==> config.mk <==
export PLATFORM = sky130hd
export DESIGN_NAME = sprite_anim_ctrl
export DESIGN_NICKNAME = d
export VERILOG_FILES = /design/src/rtl/sprite_pkg.sv /design/src/rtl/sprite_anim_ctrl_frame_tick_detect.sv /design/src/rtl/sprite_anim_ctrl.sv
export SDC_FILE = /design/constraint.sdc
export NUM_CORES = 1
export LEC_CHECK = 0
export ABC_CLOCK_PERIOD_IN_PS = 2500
export BUFFER_PORTS_ARGS = -buffer_cell sky130_fd_sc_hd__buf_4
export CORE_MARGIN = 2
export CORE_UTILIZATION = 40
export CTS_BUF_LIST = sky130_fd_sc_hd__clkbuf_16
export CTS_CLUSTER_SIZE = 30
export DETAILED_ROUTE_END_ITERATION = 16
export SLEW_MARGIN = 15
export SYNTH_ARGS = -nofsm -noshare
export SYNTH_HDL_FRONTEND = slang
export SYNTH_HIERARCHICAL = 1
export SYNTH_SLANG_ARGS = --single-unit
==> constraint.sdc <==
create_clock -name Clk -period 2.5 [get_ports Clk]
set_input_delay 0.25 -clock Clk [delete_from_list [all_inputs] [get_ports Clk]]
set_output_delay 0.25 -clock Clk [all_outputs]
set_load 0.005 [all_outputs]
==> src/rtl/sprite_pkg.sv <==
// Shared types and sprite-sheet geometry for the sprite animation controller.
// Contents:
//   anim_state_t : motion FSM state. The encoding doubles as the sheet row.
//   SPRITE_W/H   : sprite frame size in pixels.
//   SHEET_COLS   : animation columns per sheet row.
package sprite_pkg;

    typedef enum logic [1:0] {
        IDLE   = 2'd0,
        WALK_R = 2'd1,
        WALK_L = 2'd2,
        JUMP   = 2'd3
    } anim_state_t;

    localparam int SPRITE_W   = 32;
    localparam int SPRITE_H   = 52;
    localparam int SHEET_COLS = 4;

endpackage

==> src/rtl/sprite_anim_ctrl_frame_tick_detect.sv <==
// Turns the VGA vertical sync into a one-cycle animation tick.
// Ports:
//   Clk       in  system clock
//   Reset_n   in  synchronous active-low reset
//   frame_clk in  vertical sync, synchronous to Clk
//   freeze    in  suppresses the tick while high (a dropped tick is not queued)
//   tick      out high for the single cycle where frame_clk has just risen
module frame_tick_detect (
    input  logic Clk,
    input  logic Reset_n,
    input  logic frame_clk,
    input  logic freeze,
    output logic tick
);

    logic r_frame_clk_q;

    always_ff @(posedge Clk) begin
        if (!Reset_n) begin
            r_frame_clk_q <= 1'b0;
        end else begin
            r_frame_clk_q <= frame_clk;
        end
    end

    assign tick = frame_clk & ~r_frame_clk_q & ~freeze;

endmodule

==> src/rtl/sprite_anim_ctrl.sv <==
// Sprite sequencer sitting between the keycode decoder and color_mapper.
// Advances the motion FSM, the animation column and the sprite position
// once per video frame.
// Ports:
//   Clk, Reset_n          clock and synchronous active-low reset
//   frame_clk             vertical sync; each rising edge is one tick
//   freeze                while high, ticks are ignored
//   move_left/move_right  walk requests, sampled on the tick
//   jump                  jump request, sampled on the tick
//   sel                   {row, col} frame index into the 4x4 sheet
//   shape_x, shape_y      sprite top-left position
//   state_o               current motion state (equals the sheet row)
module sprite_anim_ctrl
    import sprite_pkg::*;
#(
    parameter int START_X   = 304,
    parameter int GROUND_Y  = 400,
    parameter int SCREEN_W  = 640,
    parameter int X_STEP    = 2,
    parameter int JUMP_DY   = 4,
    parameter int JUMP_LOG2 = 4,
    parameter int STEP_DIV  = 6
) (
    input  logic       Clk,
    input  logic       Reset_n,
    input  logic       frame_clk,
    input  logic       freeze,
    input  logic       move_left,
    input  logic       move_right,
    input  logic       jump,
    output logic [3:0] sel,
    output logic [9:0] shape_x,
    output logic [9:0] shape_y,
    output logic [1:0] state_o
);

    localparam int DIV_W = (STEP_DIV > 1) ? $clog2(STEP_DIV) : 1;
    localparam logic [DIV_W-1:0]     DIV_LAST  = DIV_W'(STEP_DIV - 1);
    localparam logic [JUMP_LOG2-1:0] JUMP_LAST = '1;
    localparam logic [JUMP_LOG2-1:0] JUMP_HALF = JUMP_LOG2'(1 << (JUMP_LOG2 - 1));
    localparam logic [10:0]          X_MAX     = 11'(SCREEN_W - SPRITE_W);
    localparam logic [9:0]           X_STEP_W  = 10'(X_STEP);
    localparam logic [9:0]           DY_W      = 10'(JUMP_DY);

    anim_state_t          r_state;
    anim_state_t          w_next_state;
    logic [1:0]           r_col;
    logic [DIV_W-1:0]     r_div_cnt;
    logic [JUMP_LOG2-1:0] r_jump_cnt;
    logic [JUMP_LOG2-1:0] w_jcnt_cur;
    logic [JUMP_LOG2-1:0] w_jcnt_inc;
    logic [9:0]           r_shape_x;
    logic [9:0]           r_shape_y;
    logic [10:0]          w_nx;
    logic                 w_tick;
    logic                 w_jump_path;
    logic                 w_jump_exit;

    frame_tick_detect u_tick (
        .Clk       (Clk),
        .Reset_n   (Reset_n),
        .frame_clk (frame_clk),
        .freeze    (freeze),
        .tick      (w_tick)
    );

    always_comb begin
        w_next_state = r_state;
        w_jump_exit  = 1'b0;
        if (r_state == JUMP) begin
            if (r_jump_cnt == JUMP_LAST) begin
                w_next_state = IDLE;
                w_jump_exit  = 1'b1;
            end
        end else if (jump) begin
            w_next_state = JUMP;
        end else if (move_right ^ move_left) begin
            w_next_state = move_right ? WALK_R : WALK_L;
        end else begin
            w_next_state = IDLE;
        end

        // The exit tick still runs the jump update so y lands on GROUND_Y,
        // and the entry tick starts counting from zero.
        w_jump_path = (r_state == JUMP) || (w_next_state == JUMP);
        w_jcnt_cur  = (r_state == JUMP) ? r_jump_cnt : '0;
        w_jcnt_inc  = w_jcnt_cur + JUMP_LOG2'(1);

        w_nx = {1'b0, r_shape_x} + 11'(X_STEP);
    end

    always_ff @(posedge Clk) begin
        if (!Reset_n) begin
            r_state    <= IDLE;
            r_col      <= '0;
            r_div_cnt  <= '0;
            r_jump_cnt <= '0;
            r_shape_x  <= 10'(START_X);
            r_shape_y  <= 10'(GROUND_Y);
        end else if (w_tick) begin
            r_state <= w_next_state;
            if (w_jump_path) begin
                r_jump_cnt <= w_jcnt_inc;
                r_div_cnt  <= '0;
                // Post-increment count wraps to zero on exit; hold the last column.
                r_col      <= w_jump_exit ? 2'd3 : w_jcnt_inc[JUMP_LOG2-1 -: 2];
                if (w_jcnt_cur < JUMP_HALF) begin
                    r_shape_y <= r_shape_y - DY_W;
                end else begin
                    r_shape_y <= r_shape_y + DY_W;
                end
            end else begin
                if (w_next_state != r_state) begin
                    r_col     <= '0;
                    r_div_cnt <= '0;
                end else if (r_div_cnt == DIV_LAST) begin
                    r_col     <= r_col + 2'd1;
                    r_div_cnt <= '0;
                end else begin
                    r_div_cnt <= r_div_cnt + DIV_W'(1);
                end

                case (w_next_state)
                    WALK_R: begin
                        if (w_nx > X_MAX) begin
                            r_shape_x <= X_MAX[9:0];
                        end else begin
                            r_shape_x <= w_nx[9:0];
                        end
                    end
                    WALK_L: begin
                        if (r_shape_x < X_STEP_W) begin
                            r_shape_x <= '0;
                        end else begin
                            r_shape_x <= r_shape_x - X_STEP_W;
                        end
                    end
                    default: ;
                endcase
            end
        end
    end

    assign sel     = {r_state, r_col};
    assign shape_x = r_shape_x;
    assign shape_y = r_shape_y;
    assign state_o = r_state;

endmodule
Yosys cells after proc, flatten, opt, wreduce, memory -nomap -nowiden
Index checks and enable logic that the tools add are counted.
{"block": "op_classes", "addsub": 7, "n_lt_le_gt_ge": 3, "eq_ne": 7, "n_mux": 19, "bitwise": 6, "reduce_logical": 6}
{"operator": "two-way mux 10 bit", "count": 3}
{"operator": "case mux 10 bit (2 select lines)", "count": 1}
{"operator": "two-way mux 2 bit", "count": 9}
{"operator": "adder 10 x 2 -> 11 bit, second input constant", "count": 1}
{"operator": "> comparator 11 x 10 -> 1 bit, second input constant", "count": 1}
{"operator": "adder 10 x 3 -> 10 bit, second input constant", "count": 1}
{"operator": "less-than comparator 10 x 2 -> 1 bit, second input constant", "count": 1}
{"operator": "subtractor 10 x 2 -> 10 bit, second input constant", "count": 1}
{"operator": "subtractor 10 x 3 -> 10 bit, second input constant", "count": 1}
{"operator": "two-way mux 3 bit", "count": 3}
{"operator": "== test 2 bit, second input constant", "count": 3}
{"operator": "adder 4 x 1 -> 4 bit, second input constant", "count": 1}
{"operator": "== test 4 bit, second input constant", "count": 1}
{"operator": "less-than comparator 4 bit, second input constant", "count": 1}
{"operator": "two-way mux 4 bit", "count": 1}
{"operator": "AND reduction 2 bit", "count": 2}
{"operator": "adder 3 x 1 -> 3 bit, second input constant", "count": 1}
{"operator": "== test 3 bit, second input constant", "count": 1}
{"operator": "inverter 1 bit", "count": 3}
{"operator": "AND reduction 3 bit", "count": 1}
{"operator": "nonzero test 3 bit", "count": 1}
{"operator": "adder 2 x 1 -> 2 bit, second input constant", "count": 1}
{"operator": "AND 1 bit", "count": 2}
{"operator": "== test 2 x 1 -> 1 bit, second input constant", "count": 1}
{"operator": "5 further kinds", "count": 6}
{"block": "word_totals", "regBits": 32, "in_bits": 7, "elab_cells": 55}

Longest topological paths before layout
{"block": "depth", "ltp_word": 8, "mapped_depth": 13, "depth_no_buf": 11}

By module
Netlist, hierarchy kept.
{"module": "sprite_anim_ctrl", "instances": 1, "cells_each": 290, "area_each_um2": 2205.9, "seq_area_each_um2": 560.5}
{"module": "frame_tick_detect", "instances": 1, "cells_each": 3, "area_each_um2": 38.8, "seq_area_each_um2": 20.0}

Worst setup path after synthesis
Ideal clock, no wire load.
{"block": "synth_path", "path_kind": "reg-to-reg", "startpoint": "register r_state[0] (netlist: state_o[0])", "endpoint": "register r_shape_y[9] (netlist: shape_y[9])", "t_arrival_ps": 2318, "t_required_ps": 2372, "setup_slack_ps": 55, "stages_incl_launch_ff": 11, "cell_sequence": "dfxtp_1 and2_1 clkbuf_1 nand2_1 ha_1 a21oi_1 o221ai_1 o41ai_1 mux2i_1 xnor2_1 nor2_1"}
{"block": "synth_via", "elab_chain_cells": 5, "word_cells_on_any_way": 9}
{"element": "from (decl)", "line": "sprite_anim_ctrl.sv:45", "text": "anim_state_t r_state;"}
{"element": "from (signal assigned)", "line": "sprite_anim_ctrl.sv:101", "text": "r_state <= w_next_state;"}
{"element": "branches (longest 5 deep; another with less-than comparator 4 bit)"}
{"element": "to (signal assigned)", "line": "sprite_anim_ctrl.sv:99", "text": "r_shape_y <= 10'(GROUND_Y);"}
{"element": "to (signal assigned)", "line": "sprite_anim_ctrl.sv:108", "text": "r_shape_y <= r_shape_y - DY_W;"}
{"element": "to (signal assigned)", "line": "sprite_anim_ctrl.sv:110", "text": "r_shape_y <= r_shape_y + DY_W;"}
{"element": "to (decl)", "line": "sprite_anim_ctrl.sv:53", "text": "logic [9:0] r_shape_y;"}
Several ways; the timed one is not identified.
A chain may end at the register's enable or synchronous reset.

Worst setup path in the final report
{"block": "layout_path", "startpoint": "register r_state[1] (netlist: state_o[1])", "endpoint": "register r_col[0]"}
{"block": "layout_via", "elab_chain_cells": 6, "word_cells_on_any_way": 14}
{"element": "== test 2 bit / two-way mux 2 bit (equally long branches)", "line": "sprite_anim_ctrl.sv:70, sprite_anim_ctrl.sv:71"}
{"element": "two-way mux 2 bit *", "line": "sprite_anim_ctrl.sv:70", "text": "if (r_state == JUMP) begin"}
{"element": "via w_next_state[1]", "line": "sprite_anim_ctrl.sv:46", "text": "anim_state_t w_next_state;"}
{"element": "== test 2 bit", "line": "sprite_anim_ctrl.sv:85", "text": "w_jump_path = (r_state == JUMP) || (w_next_state == JUMP);"}
{"element": "logical OR 1 bit", "line": "sprite_anim_ctrl.sv:85"}
{"element": "nonzero test 3 bit (no source line)"}
{"element": "AND reduction 2 bit (no source line)"}
{"element": "to (signal assigned)", "line": "sprite_anim_ctrl.sv:106", "text": "r_col <= w_jump_exit ? 2'd3 : w_jcnt_inc[JUMP_LOG2-1 -: 2];"}
{"element": "to (signal assigned)", "line": "sprite_anim_ctrl.sv:117", "text": "r_col <= r_col + 2'd1;"}
{"element": "to (decl)", "line": "sprite_anim_ctrl.sv:47", "text": "logic [1:0] r_col;"}
The timed path passes the listed nets; every way through them passes the cells marked *.

==> impl_metrics.env <==
export IMPL_vias=2206
export IMPL_finalSetupViolations=0
export IMPL_multiInputGateArea_mm2=0.00148
export IMPL_cts_path_max_buffers=2
export IMPL_nFillCells=540
export IMPL_ir_drop_uv=258
export IMPL_core_area_mm2=0.00547
export IMPL_wl_um=5830
export IMPL_wire_per_inst_um=14.6
export IMPL_syn_inst=293
export IMPL_first_pass_iters=4
export IMPL_drc=0
export IMPL_htree_levels=2
export IMPL_synth_mux_area_fraction=0.0223
export IMPL_clkLatencyLatePin_ns=0.28
export IMPL_slowest_stage="or4bb_1"
export IMPL_report_final_hold_viol_count=0
export IMPL_cp_num_buf_inv=0
export IMPL_diodes=0
export IMPL_die_area_mm2=0.00623
export IMPL_synth_top_cells_by_area="dfxtp_1 (26%), ha_1 (6.1%), nand2_1 (4.7%), nor2_1 (4.0%), a21oi_1 (3.1%)"
export IMPL_final_cell_mix="buf_4 (48), nand2_1 (28), dfxtp_1 (28)"
export IMPL_fmaxAchievable_mhz=415
export IMPL_cp_top_family="simple AND/OR/NAND/NOR gates"
export IMPL_drv_cap=0
export IMPL_grt_pass1_vias=2005
export IMPL_postRouteAntennaNets=0
export IMPL_synth_enable_flop_cells=0
export IMPL_synthesis_area_mm2=0.00224
export IMPL_die_w_um=78.9
export IMPL_grt_max_degree=18
export IMPL_hpwl_um=4160
export IMPL_drt_iter0_markers=196
export IMPL_fin_util=0.504
export IMPL_ctsHoldBuffers=0
export IMPL_leakage_nw=1.11
export IMPL_worst_slew_pin_slew_ns=0.542
export IMPL_crit_path_max_incr_delay_ns=0.51
export IMPL_syn_area_per_cell_um2=7.66
export IMPL_seq_area_um2=582
export IMPL_final_common_cell="buf_4"
export IMPL_required_ns=2.67
export IMPL_synthAdderAreaFrac=0.0702
export IMPL_yosys_area_top_type_share=0.259
export IMPL_grt_pass1_wl_um=9560
export IMPL_ys_flop_type="dfxtp_1"
export IMPL_grt_ovfl_total=0
export IMPL_synth_top_family_by_area="simple AND/OR/NAND/NOR gates"
export IMPL_ys_warn_count=6
export IMPL_end_kind="flip-flop"
export IMPL_outcome="complete, no violations"
export IMPL_synthSimpleGateAreaFrac=0.282
export IMPL_ys_seq_elements=29
export IMPL_hold_ws_ns=0.195
export IMPL_antenna_found_initial=0
export IMPL_slew_violations=0
export IMPL_powerDensity_mw_per_mm2=498
export IMPL_synthArstFlopShare=0
export IMPL_initial_core_util=0.410
export IMPL_die_h_um=78.9
export IMPL_portBuffers=29
export IMPL_yosysTopAreaCell="dfxtp_1"
export IMPL_cts_inserted_buffers=5
export IMPL_synth_cell_types=59
export IMPL_path_class="flip-flop to flip-flop"
export IMPL_rows=27
export IMPL_finalCritPeriodShare=0.963
export IMPL_place_congestion=0.864
export IMPL_yosys_area_share_xor_xnor=0.0390
export IMPL_rsz0062_at_grt="yes"
export IMPL_cts_sinks=29
export IMPL_cts_tree="yes"
export IMPL_root_buffer="clkbuf_16"
export IMPL_viasPerCell=5.52
export IMPL_critPathMaxFanout=5
export IMPL_drive_above_1_share=0.204
export IMPL_skew_ns=0.00583
export IMPL_final_min_clock_period_ns=2.41
export IMPL_io_pins=33
export IMPL_synth_compound_area_share=0.237
export IMPL_grtUsageTotal=0.192
export IMPL_arrival_ns=2.58
export IMPL_holdCritPathClass="input port to flip-flop"
export IMPL_slew_headroom=0.634
export IMPL_cts_clk_slew_worst_paths_ns=0.05
export IMPL_nNetsFinal=346
export IMPL_synthToLayoutAreaGrowth_pct=22.9
export IMPL_crit_chain="and3_1, and4_1, a21oi_1, ha_2, nor2_2, or4bb_1, nand3_2, a21boi_1, a311oi_1"
export IMPL_start_kind="flip-flop"
export IMPL_ys_seq_area_frac=0.259
==> cells by family (layout without fill, tap and decap cells) <==
| family | after synthesis | in the layout |
|---|---|---|
| AO/OA/AOI/OAI | 79 | 79 |
| XOR/XNOR | 10 | 10 |
| AND/OR/NAND/NOR | 117 | 117 |
| multiplexers | 5 | 5 |
| flip-flops | 29 | 29 |
| buffers and inverters | 40 | 73 |
| other | 1 | 3 |
| adder cells (fa/ha/maj) | 12 | 12 |
==> path summary, 6_finish.rpt <==
check                           slack, ns                        from  cells after the start                               to
worst max-delay path                 0.09     state_o[1]$_SDFFE_PN0P_                      9            r_col[0]$_SDFFE_PN0P_
worst min-delay path                 0.19                   frame_clk                      2  u_tick/r_frame_clk_q$_SDFF_PN0_
worst max register to register       0.09     state_o[1]$_SDFFE_PN0P_                      9            r_col[0]$_SDFFE_PN0P_
worst min register to register       0.48  r_jump_cnt[1]$_SDFFE_PN0P_                      2       r_jump_cnt[1]$_SDFFE_PN0P_
==> per-layer routing <==
metal / GRT usage / vias up / wire length (µm)
li1: - / 1122 / -
met1: 0.258 / 1014 / 2750
met2: 0.312 / 62 / 2660
met3: 0.0409 / 8 / 329
met4: 0.0517 / 0 / 87
met5: 0 / - / 0
==> stage by stage <==
| step | setup slack (ns) | power (mW) | cells | TNS, ns | instance area [µm²] |
|---|---|---|---|---|---|
| after floorplan | 0.0546 | 0.629 | 295 | 0 | 2250 |
| after global placement | 0.122 | 0.694 | 390 | 0 | 2570 |
| after detailed placement | 0.0352 | 0.697 | 390 | 0 | 2570 |
| after CTS | 0.0262 | 1.38 | 398 | 0 | 2730 |
| after global routing | -0.0658 | 1.44 | 400 | -0.283 | 2760 |
| final | 0.0925 | 1.37 | 400 | 0 | 2760 |
==> sequential cells by signal, indices dropped and copies added (netlist names) <==
name / cells
u_tick/r_frame_clk_q: 1
state_o: 2
r_div_cnt: 3
r_jump_cnt: 4
shape_x: 9
r_col: 2
shape_y: 8
==> worst register-to-register path, cell delays in order, from the launching register on <==
cell,delay (ns)
dfxtp_1,0.36
and3_1,0.20
and4_1,0.26
a21oi_1,0.10
ha_2,0.22
nor2_2,0.12
or4bb_1,0.51
nand3_2,0.13
a21boi_1,0.12
a311oi_1,0.29
==> power breakdown <==
part / switching (mW) / internal, mW
clock: 0.215 / 0.462
sequential: 0.0122 / 0.477
combinational: 0.114 / 0.0928
total: 0.341 / 1.03
==> cells in the mapped netlist, drive strengths merged, types with 2 or more instances <==
| master | number |
|---|---|
| o211ai | 4 |
| nand2b | 4 |
| a211oi | 4 |
| or4bb | 2 |
| and4 | 2 |
| o311ai | 4 |
| o21ai | 16 |
| buf | 13 |
| a22oi | 2 |
| nand4 | 2 |
| and2 | 5 |
| nor4 | 2 |
| nand3b | 4 |
| mux2i | 5 |
| clkbuf | 11 |
| nor2 | 25 |
| nand3 | 14 |
| xnor2 | 8 |
| a311oi | 3 |
| o31ai | 3 |
| nor2b | 6 |
| o22ai | 2 |
| a41oi | 3 |
| a31oi | 11 |
| ha | 11 |
| xor2 | 2 |
| o21a | 3 |
| and3 | 6 |
| dfxtp | 29 |
| nand2 | 28 |
| o41ai | 2 |
| nor3 | 13 |
| a21oi | 14 |
| inv | 15 |
==> cell type report <==
type                       instances  share of cell area
clock inverter                     3              0.0136
sequential                        29               0.211
tap                               72              0.0327
timing repair buffer              49               0.138
inverter                          16              0.0218
multi-input combinational        226               0.538
clock buffer                       5              0.0454
==> repair_timing <==
item,in CTS,in global routing
resized for setup,0,4
setup endpoints to repair,0,11
buffers inserted,0,2
Note: power is estimated with default switching activity, not from simulation.
